## src/rtl/adc_spi_pkg.sv

```systemverilog
// Shared constants and types for the SPI ADC responder.
package adc_spi_pkg;
  localparam int NUM_CH     = 8;
  localparam int SAMPLE_W   = 12;
  localparam int ADDR_W     = 3;
  localparam int LEAD_ZEROS = 4;

  typedef enum logic [1:0] {
    IDLE  = 2'd0,
    LOAD  = 2'd1,
    SHIFT = 2'd2
  } state_e;

  typedef logic [SAMPLE_W-1:0] sample_t;
endpackage

```

## src/rtl/adc_spi_sync_edge.sv

```systemverilog
// Multi-flop synchronizer with a history flop producing level and single-cycle edge pulses.
module adc_spi_sync_edge #(
  parameter int   SYNC_STAGES = 2,
  parameter logic RST_VAL     = 1'b0
) (
  input  logic clk,
  input  logic rst,
  input  logic d,
  output logic lvl,
  output logic rise,
  output logic fall
);
  logic [SYNC_STAGES-1:0] sync_q, sync_d;
  logic                   hist_q, hist_d;

  always_comb begin
    sync_d[0] = d;
    for (int i = 1; i < SYNC_STAGES; i++) sync_d[i] = sync_q[i-1];
    hist_d = sync_q[SYNC_STAGES-1];
  end

  always_ff @(posedge clk) begin
    if (rst) begin
      sync_q <= {SYNC_STAGES{RST_VAL}};
      hist_q <= RST_VAL;
    end else begin
      sync_q <= sync_d;
      hist_q <= hist_d;
    end
  end

  assign lvl  = sync_q[SYNC_STAGES-1];
  assign rise = lvl & ~hist_q;
  assign fall = ~lvl & hist_q;
endmodule

```

## src/rtl/adc_spi_responder.sv

```systemverilog
// Device-side model of an 8-channel 12-bit SPI ADC with a host-loaded sample file.
// Define ADC_RESP_AUTOINC_EN to bump each channel's sample after every frame that carried it.
module adc_spi_responder
  import adc_spi_pkg::*;
#(
  parameter int SYNC_STAGES  = 2,
  parameter int FRAME_BITS   = 16,
  parameter int ADDR_LSB_POS = 4,
  parameter int INC_STEP     = 1
) (
  input  logic        clk_50,
  input  logic        rst,
  input  logic        adc_cs_n,
  input  logic        adc_sck,
  input  logic        din,
  output logic        dout,
  output logic        dout_oe,
  input  logic        wr_en,
  input  logic [2:0]  wr_ch,
  input  logic [11:0] wr_data,
  output logic        frame_done,
  output logic [2:0]  frame_ch,
  output logic        frame_err
);
  localparam int CNT_W = $clog2(FRAME_BITS + 1);
  localparam logic [CNT_W-1:0] CNT_END    = CNT_W'(FRAME_BITS);
  localparam logic [CNT_W-1:0] ADDR_FIRST = CNT_W'(ADDR_LSB_POS - 2);
  localparam logic [CNT_W-1:0] ADDR_LAST  = CNT_W'(ADDR_LSB_POS);

  logic cs_lvl, cs_rise, cs_fall;
  logic sck_lvl_unused, sck_rise, sck_fall;
  logic din_lvl, din_rise_unused, din_fall_unused;

  adc_spi_sync_edge #(.SYNC_STAGES(SYNC_STAGES), .RST_VAL(1'b1)) u_cs (
    .clk(clk_50), .rst(rst), .d(adc_cs_n), .lvl(cs_lvl), .rise(cs_rise), .fall(cs_fall));
  adc_spi_sync_edge #(.SYNC_STAGES(SYNC_STAGES), .RST_VAL(1'b1)) u_sck (
    .clk(clk_50), .rst(rst), .d(adc_sck), .lvl(sck_lvl_unused), .rise(sck_rise), .fall(sck_fall));
  adc_spi_sync_edge #(.SYNC_STAGES(SYNC_STAGES), .RST_VAL(1'b0)) u_din (
    .clk(clk_50), .rst(rst), .d(din), .lvl(din_lvl), .rise(din_rise_unused), .fall(din_fall_unused));

  state_e                state_q, state_d;
  logic [CNT_W-1:0]      bit_cnt_q, bit_cnt_d;
  logic [FRAME_BITS-1:0] shift_q, shift_d;
  logic [ADDR_W-1:0]     cur_ch_q, cur_ch_d, addr_q, addr_d, next_addr_q, next_addr_d;
  logic [ADDR_W-1:0]     frame_ch_q, frame_ch_d;
  logic                  dout_q, dout_d, dout_oe_q, dout_oe_d;
  logic                  frame_done_q, frame_done_d, frame_err_q, frame_err_d;
  sample_t               sample_q [NUM_CH];
  sample_t               sample_d [NUM_CH];

  always_comb begin
    state_d      = state_q;
    bit_cnt_d    = bit_cnt_q;
    shift_d      = shift_q;
    cur_ch_d     = cur_ch_q;
    addr_d       = addr_q;
    next_addr_d  = next_addr_q;
    dout_d       = dout_q;
    dout_oe_d    = dout_oe_q;
    frame_done_d = 1'b0;
    frame_ch_d   = frame_ch_q;
    frame_err_d  = 1'b0;
    sample_d     = sample_q;

    case (state_q)
      IDLE: begin
        dout_d    = 1'b0;
        dout_oe_d = 1'b0;
        bit_cnt_d = '0;
        // Raise OE together with the LOAD transition so it tracks cs_n at the sck latency.
        if (cs_fall) begin
          state_d   = LOAD;
          dout_oe_d = 1'b1;
        end
      end
      LOAD: begin
        bit_cnt_d = '0;
        dout_d    = 1'b0;
        if (cs_rise) begin
          state_d   = IDLE;
          dout_oe_d = 1'b0;
        end else begin
          shift_d   = {{LEAD_ZEROS{1'b0}}, sample_q[addr_q]};
          cur_ch_d  = addr_q;
          dout_oe_d = 1'b1;
          state_d   = SHIFT;
        end
      end
      SHIFT: begin
        if (bit_cnt_q == CNT_END) begin
          frame_done_d = 1'b1;
          frame_ch_d   = cur_ch_q;
          addr_d       = next_addr_q;
          bit_cnt_d    = '0;
          if (cs_lvl) begin
            state_d   = IDLE;
            dout_oe_d = 1'b0;
            dout_d    = 1'b0;
          end else begin
            state_d = LOAD;
          end
        end else if (cs_rise) begin
          state_d     = IDLE;
          dout_oe_d   = 1'b0;
          dout_d      = 1'b0;
          bit_cnt_d   = '0;
          frame_err_d = (bit_cnt_q != '0);
        end else begin
          if (sck_rise && bit_cnt_q >= ADDR_FIRST && bit_cnt_q <= ADDR_LAST)
            next_addr_d = {next_addr_q[ADDR_W-2:0], din_lvl};
          if (sck_fall) begin
            bit_cnt_d = bit_cnt_q + 1'b1;
            shift_d   = {shift_q[FRAME_BITS-2:0], 1'b0};
            dout_d    = shift_q[FRAME_BITS-2];
          end
        end
      end
      default: state_d = IDLE;
    endcase

`ifdef ADC_RESP_AUTOINC_EN
    if (frame_done_d) sample_d[cur_ch_q] = sample_q[cur_ch_q] + sample_t'(INC_STEP);
`else
    sample_d[0] = sample_d[0] | (sample_t'(INC_STEP) & '0);
`endif
    // Host write is applied last so it overrides any increment of the same channel.
    if (wr_en) sample_d[wr_ch] = wr_data;
  end

  always_ff @(posedge clk_50) begin
    if (rst) begin
      state_q      <= IDLE;
      bit_cnt_q    <= '0;
      shift_q      <= '0;
      cur_ch_q     <= '0;
      addr_q       <= '0;
      next_addr_q  <= '0;
      dout_q       <= 1'b0;
      dout_oe_q    <= 1'b0;
      frame_done_q <= 1'b0;
      frame_ch_q   <= '0;
      frame_err_q  <= 1'b0;
      sample_q     <= '{default: '0};
    end else begin
      state_q      <= state_d;
      bit_cnt_q    <= bit_cnt_d;
      shift_q      <= shift_d;
      cur_ch_q     <= cur_ch_d;
      addr_q       <= addr_d;
      next_addr_q  <= next_addr_d;
      dout_q       <= dout_d;
      dout_oe_q    <= dout_oe_d;
      frame_done_q <= frame_done_d;
      frame_ch_q   <= frame_ch_d;
      frame_err_q  <= frame_err_d;
      sample_q     <= sample_d;
    end
  end

  assign dout       = dout_q;
  assign dout_oe    = dout_oe_q;
  assign frame_done = frame_done_q;
  assign frame_ch   = frame_ch_q;
  assign frame_err  = frame_err_q;
endmodule

```

## config.mk

```make
export PLATFORM = sky130hd
export DESIGN_NAME = adc_spi_responder
export DESIGN_NICKNAME = d
export VERILOG_FILES = /design/src/rtl/adc_spi_pkg.sv /design/src/rtl/adc_spi_sync_edge.sv /design/src/rtl/adc_spi_responder.sv
export SDC_FILE = /design/constraint.sdc
export NUM_CORES = 1
export LEC_CHECK = 0
export CORE_ASPECT_RATIO = 2
export CORE_MARGIN = 2
export CORE_UTILIZATION = 50
export CTS_CLUSTER_SIZE = 25
export DETAILED_ROUTE_END_ITERATION = 6
export HOLD_SLACK_MARGIN = 0.05
export PLACE_DENSITY = 0.81
export SYNTH_ARGS = -nofsm -noshare
export SYNTH_HDL_FRONTEND = slang
export SYNTH_SLANG_ARGS = --single-unit
```

## constraint.sdc

```tcl
create_clock -name clk_50 -period 1.7 [get_ports clk_50]
set_input_delay 0.34 -clock clk_50 [delete_from_list [all_inputs] [get_ports clk_50]]
set_output_delay 0.34 -clock clk_50 [all_outputs]
set_load 0.05 [all_outputs]
```

# Word level (Yosys, flattened, before mapping)
# Index checks and enable logic that the tools add are counted.
[totals]
elab_cells = 105
inputBits = 21
regBits = 142
out_inout_bits = 7
[classes]
reduce_logical = 19
n_lt_le_gt_ge = 5
muxes = 32
bitwise_logic = 13
n_addsub = 1
n_eq_ne = 11
[op_table]
columns = ["operator", "n"]
rows = [
  ["bitwise mux 96 bit", 1],
  ["2-to-1 mux 15 bit", 4],
  ["binary-select mux 12 bit (select 3 bit)", 1],
  ["demux 12 bit (select 3 bit)", 1],
  ["2-to-1 mux 12 bit", 3],
  ["case mux 15 bit (2 select lines)", 1],
  ["2-to-1 mux 5 bit", 3],
  ["2-to-1 mux 1 bit", 10],
  ["inequality test 2 bit (second input constant)", 5],
  ["case mux 5 bit (2 select lines)", 1],
  ["greater-or-equal comparator 4 bit (second input constant)", 2],
  ["2-to-1 mux 2 bit", 4],
  ["NOT 3 -> 4 bit", 2],
  ["AND reduction 2 bit", 4],
  ["NOT 1 bit", 7],
  ["case mux 2 bit (3 select lines)", 1],
  ["AND reduction 3 bit", 2],
  ["adder 5 x 1 -> 5 bit (second input constant)", 1],
  ["equality test 5 bit (second input constant)", 1],
  ["greater-or-equal comparator 5 x 2 -> 1 bit (second input constant)", 1],
  ["<= comparator 5 x 3 -> 1 bit (second input constant)", 1],
  ["AND reduction 5 bit", 1],
  ["nonzero test 5 bit", 1],
  ["AND 1 bit", 4],
  ["other kinds (15)", 19],
]

# Depth between registers and ports, before layout
# Gate-level depths: netlist of the first run.
[logic_depth]
depth_word = 6
depth_mapped = 8

# Hierarchy
# Synthesis of the first run repeated with hierarchy kept, for this count alone.
[hier_totals]
cells_unflattened = 726
hier_area_um2 = 6233.5
[modules_own_cells]
columns = ["module", "seq_area_each_um2", "instances", "cells_per_inst", "area_each_um2"]
rows = [
  ["adc_spi_responder", 2682.6, 1, 702, 5957.0],
  ["adc_spi_sync_edge (u_cs ...)", 60.1, 2, 8, 92.6],
  ["adc_spi_sync_edge (u_din)", 60.1, 1, 8, 91.3],
]

# Least setup slack after synthesis of the first run
# No wires, ideal clock.
[synth_timing]
path_type = "register to register"
from = "register state_q[1]"
to = "register shift_q[10]"
required_time_ns = 1.578
path_stages_with_launch = 8
path_slack_ns = -0.113
setup_ns = 0.122
t_arrival_ns = 1.691
synth_period_minus_slack_ns = 1.813
cell_sequence = "dfxtp_1 -> inv_1 -> ha_1 -> clkbuf_1 -> inv_1 -> o21a_1 -> buf_2 -> a221o_1"
[synth_via]
elab_chain_len = 3
[synth_rtl]
columns = ["item", "line_no", "source"]
rows = [
  ["start, declared", "adc_spi_responder.sv:41", "state_e state_q, state_d;"],
  ["start signal, assigned", "adc_spi_responder.sv:145", "state_q <= state_d;"],
  ["equality test 2 bit / equality test 2 x 1 -> 1 bit (equally long branches)", "adc_spi_responder.sv:65", "case (state_q)"],
  ["inequality test 2 bit (no line) / nonzero test 2 bit (equally long branches)", "-", ""],
  ["AND reduction 5 bit (no line)", "-", ""],
  ["end signal, assigned", "adc_spi_responder.sv:147", "shift_q <= shift_d;"],
  ["end, declared", "adc_spi_responder.sv:43", "logic [FRAME_BITS-1:0] shift_q, shift_d;"],
]
# Several ways; a longest one is shown, not always the timed one.
# A chain may end at the register's enable or synchronous reset.

# Worst setup path after layout of the first run
[layout_timing]
from = "register bit_cnt_q[1]"
to = "register bit_cnt_q[3]"
[layout_via]
elab_chain_len = 5
[layout_rtl]
columns = ["item", "line_no", "source"]
rows = [
  ["start, declared", "adc_spi_responder.sv:42", "logic [CNT_W-1:0] bit_cnt_q, bit_cnt_d;"],
  ["start signal, assigned", "adc_spi_responder.sv:146", "bit_cnt_q <= bit_cnt_d;"],
  ["adder 5 x 1 -> 5 bit", "adc_spi_responder.sv:112", "bit_cnt_d = bit_cnt_q + 1'b1;"],
  ["2-to-1 mux 5 bit", "adc_spi_responder.sv:111", "if (sck_fall) begin"],
  ["2-to-1 mux 5 bit", "adc_spi_responder.sv:102", "end else if (cs_rise) begin"],
  ["2-to-1 mux 5 bit", "adc_spi_responder.sv:90", "if (bit_cnt_q == CNT_END) begin"],
  ["case mux 5 bit (2 select lines)", "adc_spi_responder.sv:65", ""],
]
# Several ways; a longest one is shown, not always the timed one. The select of a mux whose other input is x is not followed.

==> results.json, run 1 <==
{
  "outcome": "finished, violations left",
  "violations": "negative setup slack",
  "cts_tree": "yes",
  "std_cell_rows": 57,
  "cts_max_level": 4,
  "rsz0062_at_grt": "yes",
  "slew_headroom_pct": 67.3,
  "p_leak_uw": 0.00253,
  "synth_cells": 695,
  "drc_errors": 0,
  "seq_area_frac_synth_pct": 46.8,
  "skew_ps": 7.62,
  "ys_top_cells_by_area": "dfxtp_1 (47%), nand2_1 (12%), a21oi_1 (9.1%)",
  "viasPerCell": 5.71,
  "whs_ps": 324,
  "chipWidth_um": 81.9,
  "grt_overflow": 0,
  "p_total_uw": 7560,
  "tightestPinTransition_ps": 490,
  "grtUsageTotal_pct": 23.0,
  "synth_cell_types": 45,
  "crit_buf_inv": 2,
  "clk_pin_slew_worst_paths_ps": 60,
  "crit_required_ps": 2040,
  "place_congestion": 0.860,
  "critPathMaxFanout": 8,
  "crit_path_max_incr_delay_ps": 370,
  "syn_nets": 723,
  "hold_viol": 0,
  "wl_per_cell_um": 16.6,
  "synth_area_per_cell_sq_um": 8.73,
  "wl_um": 14800,
  "crit_family": "simple AND/OR/NAND/NOR gates",
  "nNetsFinal": 760,
  "die-height_um": 160,
  "syn_to_final_growth_pct": 21.1,
  "fmax_mhz": 580,
  "grt_pass1_wl_um": 23300,
  "cp-end-kind": "flop",
  "setup_viol": 1,
  "yosys_warnings": 0,
  "die_area_sq_mm": 0.0131,
  "dr.pass1.iters": 7,
  "fin_crit_ps": 1720,
  "cts_sinks": 142,
  "async_flop_share_pct": 0,
  "drive_gt1_share_pct": 19.6,
  "post-synth-top-count-cell": "nand2_1",
  "dr.first_iter.drc_count": 462,
  "worstSkewPairLatency_ps": 420,
  "cp_cell_sequence": "inv_2, ha_4, nand4bb_4, a41o_1, buf_6, or3_1, a21oi_2",
  "cts_hold_buf": 0,
  "finalCritPeriodShare_pct": 101,
  "synth_edf_count": 0,
  "syn_area_sq_mm": 0.00607,
  "slew_viol_final": 0,
  "critical_path_class": "flop to flop",
  "critical-path-slowest-cell": "or3_1",
  "power_per_cell_area_mw_per_mm2": 1030,
  "design_area_sq_mm": 0.00735,
  "post-dp-hpwl_um": 9410,
  "cp-start-kind": "flop",
  "worstPathArrival_ps": 2060,
  "cts_buffer_depth": 2,
  "setup_slack_ps": -23.5,
  "post_dp_cell_area_sq_mm": 0.00665,
  "drv_cap": 0,
  "cts_made_buffers": 17,
  "vias": 5090,
  "n_antenna_cell": 0,
  "grt_antenna_before_repair": 0,
  "root_buffer": "clkbuf_16",
  "grt_pass1_vias": 4850,
  "portBuffers": 27,
  "ir_worst_vdd_mv": 1.27,
  "grt_max_degree": 112,
  "yosys.area.top_type": "dfxtp_1",
  "drtAntennaViolNets": 0,
  "core-area_sq_mm": 0.0120,
  "synth_flop_cell": "dfxtp_1",
  "synth_commonest_cells": "nand2_1 (201), dfxtp_1 (142), a21oi_1 (110)",
  "hold_class": "primary input to flop",
  "synth_seq_cells": 142,
  "synthDominantCellAreaShare_pct": 46.8,
  "start_util_pct": 50.7,
  "num_io_pins": 28
}
-- where the power goes --
part | switching, uW | internal (uW)
clock network | 1420 | 1900
logic | 450 | 332
registers | 49.3 | 3410
-- kinds of logic (layout without fill, tap and decap cells) --
| logic type | Yosys count | count (layout) | synth area share, % |
|---|---|---|---|
| DFF | 142 | 142 | 46.8 |
| adders and majority gates | 7 | 7 | 1.44 |
| AOI/OAI and AO/OA | 145 | 145 | 13.6 |
| xor gates and xnor gates | 1 | 1 | 0.144 |
| and+or+nand+nor | 286 | 286 | 20.5 |
| buffers and inverters | 71 | 120 | 5.48 |
| muxes | 43 | 43 | 12.0 |
-- metal layers --
metal | up-vias | routed length, um | GRT usage (%)
li1 | 2452 | - | -
met1 | 2432 | 5980 | 29.6
met2 | 176 | 7610 | 37.1
met3 | 30 | 911 | 5.37
met4 | 0 | 295 | 8.41
met5 | - | 0 | 0
-- timing repair --
item / in CTS / in global routing
cloned: 0 / 2
setup buffers: 2 / 4
gates resized for setup: 1 / 20
setup endpoints to repair: 11 / 24
pin swaps: 1 / 6
-- flip-flops by register name, indices dropped and copies added (netlist names) --
register / count
frame_err: 1
u_din.sync_q: 2
sample_q: 96
state_q: 2
bit_cnt_q: 5
u_cs.hist_q: 1
addr_q: 3
frame_done: 1
next_addr_q: 3
u_cs.sync_q: 2
cur_ch_q: 3
u_sck.hist_q: 1
shift_q: 15
u_sck.sync_q: 2
dout: 1
dout_oe: 1
frame_ch: 3
-- worst register-to-register path: stages, from the launching register on --
cell and delay [ps]:
dfxtp_4 340, inv_2 70, ha_4 150, nand4bb_4 150, a41o_1 270, buf_6 140, or3_1 370, a21oi_2 160
-- final timing paths --
check	from	to	cells past startpoint	slack, ps
setup reg to reg	bit_cnt_q[1]$_SDFFE_PP0P_	bit_cnt_q[3]$_SDFFE_PP0P_	7	-20
setup / recovery	bit_cnt_q[1]$_SDFFE_PP0P_	bit_cnt_q[3]$_SDFFE_PP0P_	7	-20
hold / removal	rst	dout_oe$_SDFFE_PP0P_	3	320
hold reg to reg	u_sck.sync_q[0]$_SDFF_PP1_	u_sck.sync_q[1]$_SDFF_PP1_	1	410
-- layout make-up --
class                   count  area, sq um
fillers                   949         4630
multi-input cells         482         2970
flip-flops and latches    142         2860
repair buffers             80          778
clock buffers              19          443
well taps                 147          184
clock inverters            12         88.8
inverters                   9         33.8
-- layout by cell type (no fill, tap or decap), types with 4 or more instances in the layout --
cell type | netlist | layout
a221o_1 | 11 | 11
nand3_1 | 14 | 14
clkbuf_16 | 0 | 19
buf_12 | 0 | 7
o21ai_0 | 13 | 12
nand2_1 | 201 | 201
nor2b_1 | 6 | 6
dfxtp_1 | 142 | 136
mux4_2 | 24 | 24
clkdlybuf4s50_1 | 0 | 19
nand4_1 | 6 | 6
mux2i_1 | 19 | 19
nor2_1 | 27 | 27
nand2b_1 | 6 | 6
a21oi_2 | 0 | 4
clkinvlp_4 | 0 | 4
buf_4 | 2 | 50
inv_1 | 9 | 5
or2_2 | 6 | 6
a21oi_1 | 110 | 106
inv_2 | 0 | 4
-- stage by stage --
step	util [%]	setup TNS (ps)	setup slack, ps	instances
final	61.4	-23.5	-23.5	891
after global routing	61.4	-136	-87.7	891
after CTS	60.1	0	5.47	885
after detailed placement	55.5	-2340	-82.4	852
after global placement	55.5	-83.1	-8.17	852
after floorplan	-	-9.48	-9.48	695
Note: power is estimated with default switching activity, not from simulation.
==> run 2, diff against run 1 <==
--- a/config.mk
+++ b/config.mk
@@ -12,6 +12,7 @@
 export DETAILED_ROUTE_END_ITERATION = 6
 export HOLD_SLACK_MARGIN = 0.05
 export PLACE_DENSITY = 0.81
+export SKIP_LAST_GASP = 1
 export SYNTH_ARGS = -nofsm -noshare
 export SYNTH_HDL_FRONTEND = slang
 export SYNTH_SLANG_ARGS = --single-unit
==> run 2 against run 1 <==
  * The flow still finishes with violations (negative setup slack)
  * Clock skew up 3.3 ps
  * Non-clock buffer count did not move
  * Global-route usage stayed put
  * Cell area barely moved
  * Worst hold slack got worse by 5.6 ps
  * First-iteration DRC count down 1.3%
  * Critical endpoint unchanged
  * Largest cell class unchanged
==> results.json, run 2 (synthesized netlist as in run 1, its figures left out) <==
{
  "grt_max_degree": 112,
  "violations": "negative setup slack",
  "hold_class": "primary input to flop",
  "drtAntennaViolNets": 0,
  "wl_um": 14800,
  "dr.first_iter.drc_count": 456,
  "finalCritPeriodShare_pct": 101,
  "die_area_sq_mm": 0.0131,
  "viasPerCell": 5.75,
  "final_cell_count_no_fill": 891,
  "root_buffer": "clkbuf_16",
  "drc_errors": 0,
  "vias": 5125,
  "portBuffers": 27,
  "syn_to_final_growth_pct": 21.0,
  "fin_crit_ps": 1720,
  "start_util_pct": 50.7,
  "chipWidth_um": 81.9,
  "power_per_cell_area_mw_per_mm2": 1030,
  "rsz0062_at_grt": "yes",
  "fin_util_pct": 61.3,
  "drive_gt1_share_pct": 19.5,
  "n_antenna_cell": 0,
  "grt_antenna_before_repair": 0,
  "clk_pin_slew_worst_paths_ps": 60,
  "nNetsFinal": 760,
  "p_leak_uw": 0.00253,
  "cts_tree": "yes",
  "reg_top3": "sample_q x96, shift_q x15, bit_cnt_q x5",
  "cts_max_level": 4,
  "skew_ps": 11.0,
  "die-height_um": 160,
  "dp_cells": 852,
  "seqPwrFrac_pct": 45.7,
  "cp-end-kind": "flop",
  "crit_required_ps": 2040,
  "largest_register_ff_count": 96,
  "post-dp-hpwl_um": 9410,
  "slew_viol_final": 0,
  "cts_buffer_depth": 2,
  "regMostFlops": "sample_q",
  "layout_commonest_cell": "nand2_1",
  "drv_cap": 0,
  "setup_viol": 1,
  "ir_worst_vdd_mv": 1.27,
  "cp-start-kind": "flop",
  "wl_per_cell_um": 16.6,
  "fmax_mhz": 580,
  "core-area_sq_mm": 0.0120,
  "num_io_pins": 28,
  "comb_power_share_pct": 10.4,
  "grt_pass1_wl_um": 23300,
  "setup_slack_ps": -23.2,
  "power.switching_uw": 1920,
  "cts_made_buffers": 17,
  "grtUsageTotal_pct": 23.0,
  "dr.pass1.iters": 7,
  "cts_sinks": 142,
  "worstSkewPairLatency_ps": 420,
  "grt_overflow": 0,
  "power_frac_clock_pct": 43.9,
  "mostFrequentLayoutCells": "nand2_1 (201), dfxtp_1 (136), a21oi_1 (107)",
  "worstPathArrival_ps": 2060,
  "switching_share_pct": 25.4,
  "tightestPinTransition_ps": 497,
  "hold_depth": 3,
  "r2r_cells": 7,
  "critical_path_class": "flop to flop",
  "place_congestion": 0.860,
  "std_cell_rows": 57,
  "hold_viol": 0,
  "slew_headroom_pct": 66.8,
  "critPathMaxFanout": 8,
  "cts_hold_buf": 0,
  "outcome": "finished, violations left",
  "grt_pass1_vias": 4850,
  "intPower_uw": 5640
}
## run 2: cell type report
cell class	count	area (sq um)
timing repair buffer	80	778
inverter	9	33.8
fill	951	4630
tap	147	184
clock buffer	19	443
sequential	142	2860
clock inverter	12	88.8
multi-input combinational	482	2960
## run 2: worst max-delay path, stage by stage (launching register included)
cell,delay (ps)
dfxtp_4,340
inv_2,70
ha_4,150
nand4bb_4,150
a41o_1,270
buf_6,140
or3_1,370
a21oi_2,160
## run 2: through the flow
| stage | hold slack [ps] | setup TNS, ps | setup slack, ps | power (uW) | cell area, sq um |
|---|---|---|---|---|---|
| finish | 319 | -23.2 | -23.2 | 7560 | 7350 |
| global route | 336 | -140 | -87.7 | 7820 | 7350 |
| CTS | 321 | 0 | 5.47 | 7540 | 7200 |
| detailed placement | 394 | -2340 | -82.4 | 4250 | 6650 |
| global placement | 393 | -83.1 | -8.17 | 4230 | 6650 |
| floorplan | 389 | -9.48 | -9.48 | 4000 | 6110 |
## run 2: power groups by stage
stage	clock network, uW	registers [uW]	logic [uW]
floorplan	0	3540	468
global placement	0	3530	702
detailed placement	0	3530	723
CTS	3350	3460	727
global route	3510	3460	851
finish	3320	3460	783
## run 2: repair_timing
action	4_1_cts	5_1_grt
setup endpoints to repair	11	24
pin swaps	1	6
resized for setup	1	19
cloned	0	2
buffers inserted	2	4
hold endpoints to repair	0	0
## run 2: per-layer routing
| metal | track usage, % | vias to the layer above | part of all wire, % |
|---|---|---|---|
| met4 | 8.41 | 0 | 1.8 |
| met5 | 0 | - | 0 |
| met1 | 29.6 | 2465 | 41 |
| met3 | 5.37 | 28 | 5.3 |
| met2 | 37.1 | 181 | 52 |
| li1 | - | 2451 | - |
## run 2: path summary, 6_finish.rpt
check	from	endpoint	slack, ps
worst max register to register	bit_cnt_q[1]$_SDFFE_PP0P_	bit_cnt_q[3]$_SDFFE_PP0P_	-20
worst max-delay path	bit_cnt_q[1]$_SDFFE_PP0P_	bit_cnt_q[3]$_SDFFE_PP0P_	-20
worst min register to register	u_sck.sync_q[0]$_SDFF_PP1_	u_sck.sync_q[1]$_SDFF_PP1_	410
worst min-delay path	rst	dout_oe$_SDFFE_PP0P_	320
==> run 3, diff against run 2 <==
--- a/config.mk
+++ b/config.mk
@@ -12,6 +12,7 @@
 export DETAILED_ROUTE_END_ITERATION = 6
 export HOLD_SLACK_MARGIN = 0.05
 export PLACE_DENSITY = 0.81
+export SKIP_CTS_REPAIR_TIMING = 1
 export SKIP_LAST_GASP = 1
 export SYNTH_ARGS = -nofsm -noshare
 export SYNTH_HDL_FRONTEND = slang
==> run 3 against run 2 <==
  * The run now ends clean
  * Non-clock buffer count unchanged
  * Routed wire length about the same
  * Utilization stayed put
  * Clock power about the same
  * Cell count stayed put
  * Sequential power is essentially flat
  * Fmax rose by 1.5%
  * Clock-buffer cell count unchanged
  * First-iteration DRC count up 3.1%
  * Power rose by 0.15%
  * Setup slack gained 26 ps
  * Register-to-register slack gained 30 ps
  * Critical path type unchanged
  * Critical endpoint is now dout_oe$_SDFFE_PP0P_
==> results.json, run 3 (synthesized netlist as in run 1, its figures left out) <==
{
  "outcome": "complete, no violations",
  "intPower_uw": 5640,
  "nNetsFinal": 760,
  "power_frac_clock_pct": 43.9,
  "post-dp-hpwl_um": 9410,
  "dr.first_iter.drc_count": 470,
  "finalCritPeriodShare_pct": 99.9,
  "layout_commonest_cell": "nand2_1",
  "setup_viol": 0,
  "cts_sinks": 142,
  "rsz0062_at_grt": "yes",
  "critical-path-slowest-cell": "or4_4",
  "drc_errors": 0,
  "cts_buffer_depth": 2,
  "cp-end-kind": "flop",
  "core-area_sq_mm": 0.0120,
  "crit_required_ps": 2010,
  "skew_ps": 7.52,
  "wl_um": 14800,
  "die_area_sq_mm": 0.0131,
  "clk_pin_slew_worst_paths_ps": 60,
  "portBuffers": 27,
  "ir_worst_vdd_mv": 1.27,
  "comb_power_share_pct": 10.4,
  "mostFrequentLayoutCells": "nand2_1 (201), dfxtp_1 (136), a21oi_1 (108)",
  "num_io_pins": 28,
  "start_util_pct": 50.7,
  "grt_pass1_wl_um": 23300,
  "n_antenna_cell": 0,
  "largest_register_ff_count": 96,
  "power_per_cell_area_mw_per_mm2": 1030,
  "hold_class": "primary input to flop",
  "grt_pass1_vias": 4844,
  "cts_tree": "yes",
  "fmax_mhz": 589,
  "critPathMaxFanout": 3,
  "place_congestion": 0.860,
  "regMostFlops": "sample_q",
  "slew_viol_final": 0,
  "power.switching_uw": 1930,
  "drive_gt1_share_pct": 19.4,
  "seqPwrFrac_pct": 45.6,
  "switching_share_pct": 25.5,
  "viasPerCell": 5.73,
  "drtAntennaViolNets": 0,
  "grt_overflow": 0,
  "wl_per_cell_um": 16.6,
  "std_cell_rows": 57,
  "wl_met3_um": 780,
  "drv_cap": 0,
  "cts_max_level": 4,
  "syn_to_final_growth_pct": 21.0,
  "dp_cells": 852,
  "dr.max_layer_used": "met4",
  "critical_path_class": "flop to flop",
  "crit_path_max_incr_delay_ps": 500,
  "grt_antenna_before_repair": 0,
  "reg_top3": "sample_q x96, shift_q x15, bit_cnt_q x5",
  "die-height_um": 160,
  "wl_met1_um": 6080,
  "vias": 5106,
  "grt_max_degree": 112,
  "grtUsageTotal_pct": 23.0,
  "root_buffer": "clkbuf_16",
  "p_total_uw": 7570,
  "dr.pass1.iters": 5,
  "cp-start-kind": "flop",
  "tightestPinTransition_ps": 473,
  "worstPathArrival_ps": 2010,
  "final_cell_count_no_fill": 891,
  "cp_cell_sequence": "inv_2, ha_4, nor3b_4, and4b_2, or4_4, o211a_1",
  "cts_made_buffers": 17,
  "p_leak_uw": 0.00253,
  "chipWidth_um": 81.9,
  "met2WireLength_um": 7660,
  "slew_headroom_pct": 68.4,
  "hold_viol": 0,
  "fin_crit_ps": 1700,
  "worstSkewPairLatency_ps": 420
}
## run 3: power groups by stage
stage,Combinational [uW],Clock (uW),Sequential [uW]
CTS,725,3350,3460
detailed placement,723,0,3530
global route,856,3510,3460
global placement,702,0,3530
floorplan,468,0,3540
finish,790,3330,3460
## run 3: metrics by stage
stage / utilization, % / setup slack [ps] / cell area [sq um] / hold WS [ps] / setup TNS [ps]
3_5_place_dp: 55.5 / -82.4 / 6650 / 394 / -2340
3_3_place_gp: 55.5 / -8.17 / 6650 / 393 / -83.1
4_1_cts: 60.0 / -24.7 / 7180 / 321 / -92.8
5_1_grt: 61.3 / -34.9 / 7350 / 336 / -73.8
6_report: 61.3 / 2.40 / 7350 / 326 / 0
2_1_floorplan: - / -9.48 / 6110 / 389 / -9.48
## run 3: worst max-delay path: cells and delay by family, from the launching register on
kind,cells,cell delay [ps]
buffers and inverters,1,40
adder cells (fa/ha/maj),1,160
flip-flops,1,350
AO/OA/AOI/OAI,1,130
AND/OR/NAND/NOR,3,900
## run 3: area by class of cell
| class | instances | area, sq um |
|---|---|---|
| inverter | 9 | 33.8 |
| clock buffer | 19 | 443 |
| fill | 949 | 4630 |
| multi-input combinational | 482 | 2970 |
| timing repair buffer | 80 | 774 |
| sequential | 142 | 2860 |
| clock inverter | 12 | 88.8 |
| tap | 147 | 184 |
## run 3: worst paths after layout
kind              cells after the start                       start  slack (ps)                    endpoint
setup / recovery                      6   bit_cnt_q[1]$_SDFFE_PP0P_           2        dout_oe$_SDFFE_PP0P_
hold / removal                        3                         rst         330        dout_oe$_SDFFE_PP0P_
setup reg to reg                      6   bit_cnt_q[1]$_SDFFE_PP0P_           2        dout_oe$_SDFFE_PP0P_
hold reg to reg                       1  u_sck.sync_q[0]$_SDFF_PP1_         410  u_sck.sync_q[1]$_SDFF_PP1_
## run 3: per-layer routing
layer  vias to the layer above  GRT usage [%]
li1                       2451              -
met1                      2460           29.6
met2                       168           37.1
met3                        27           5.37
met4                         0           8.41
met5                         -              0
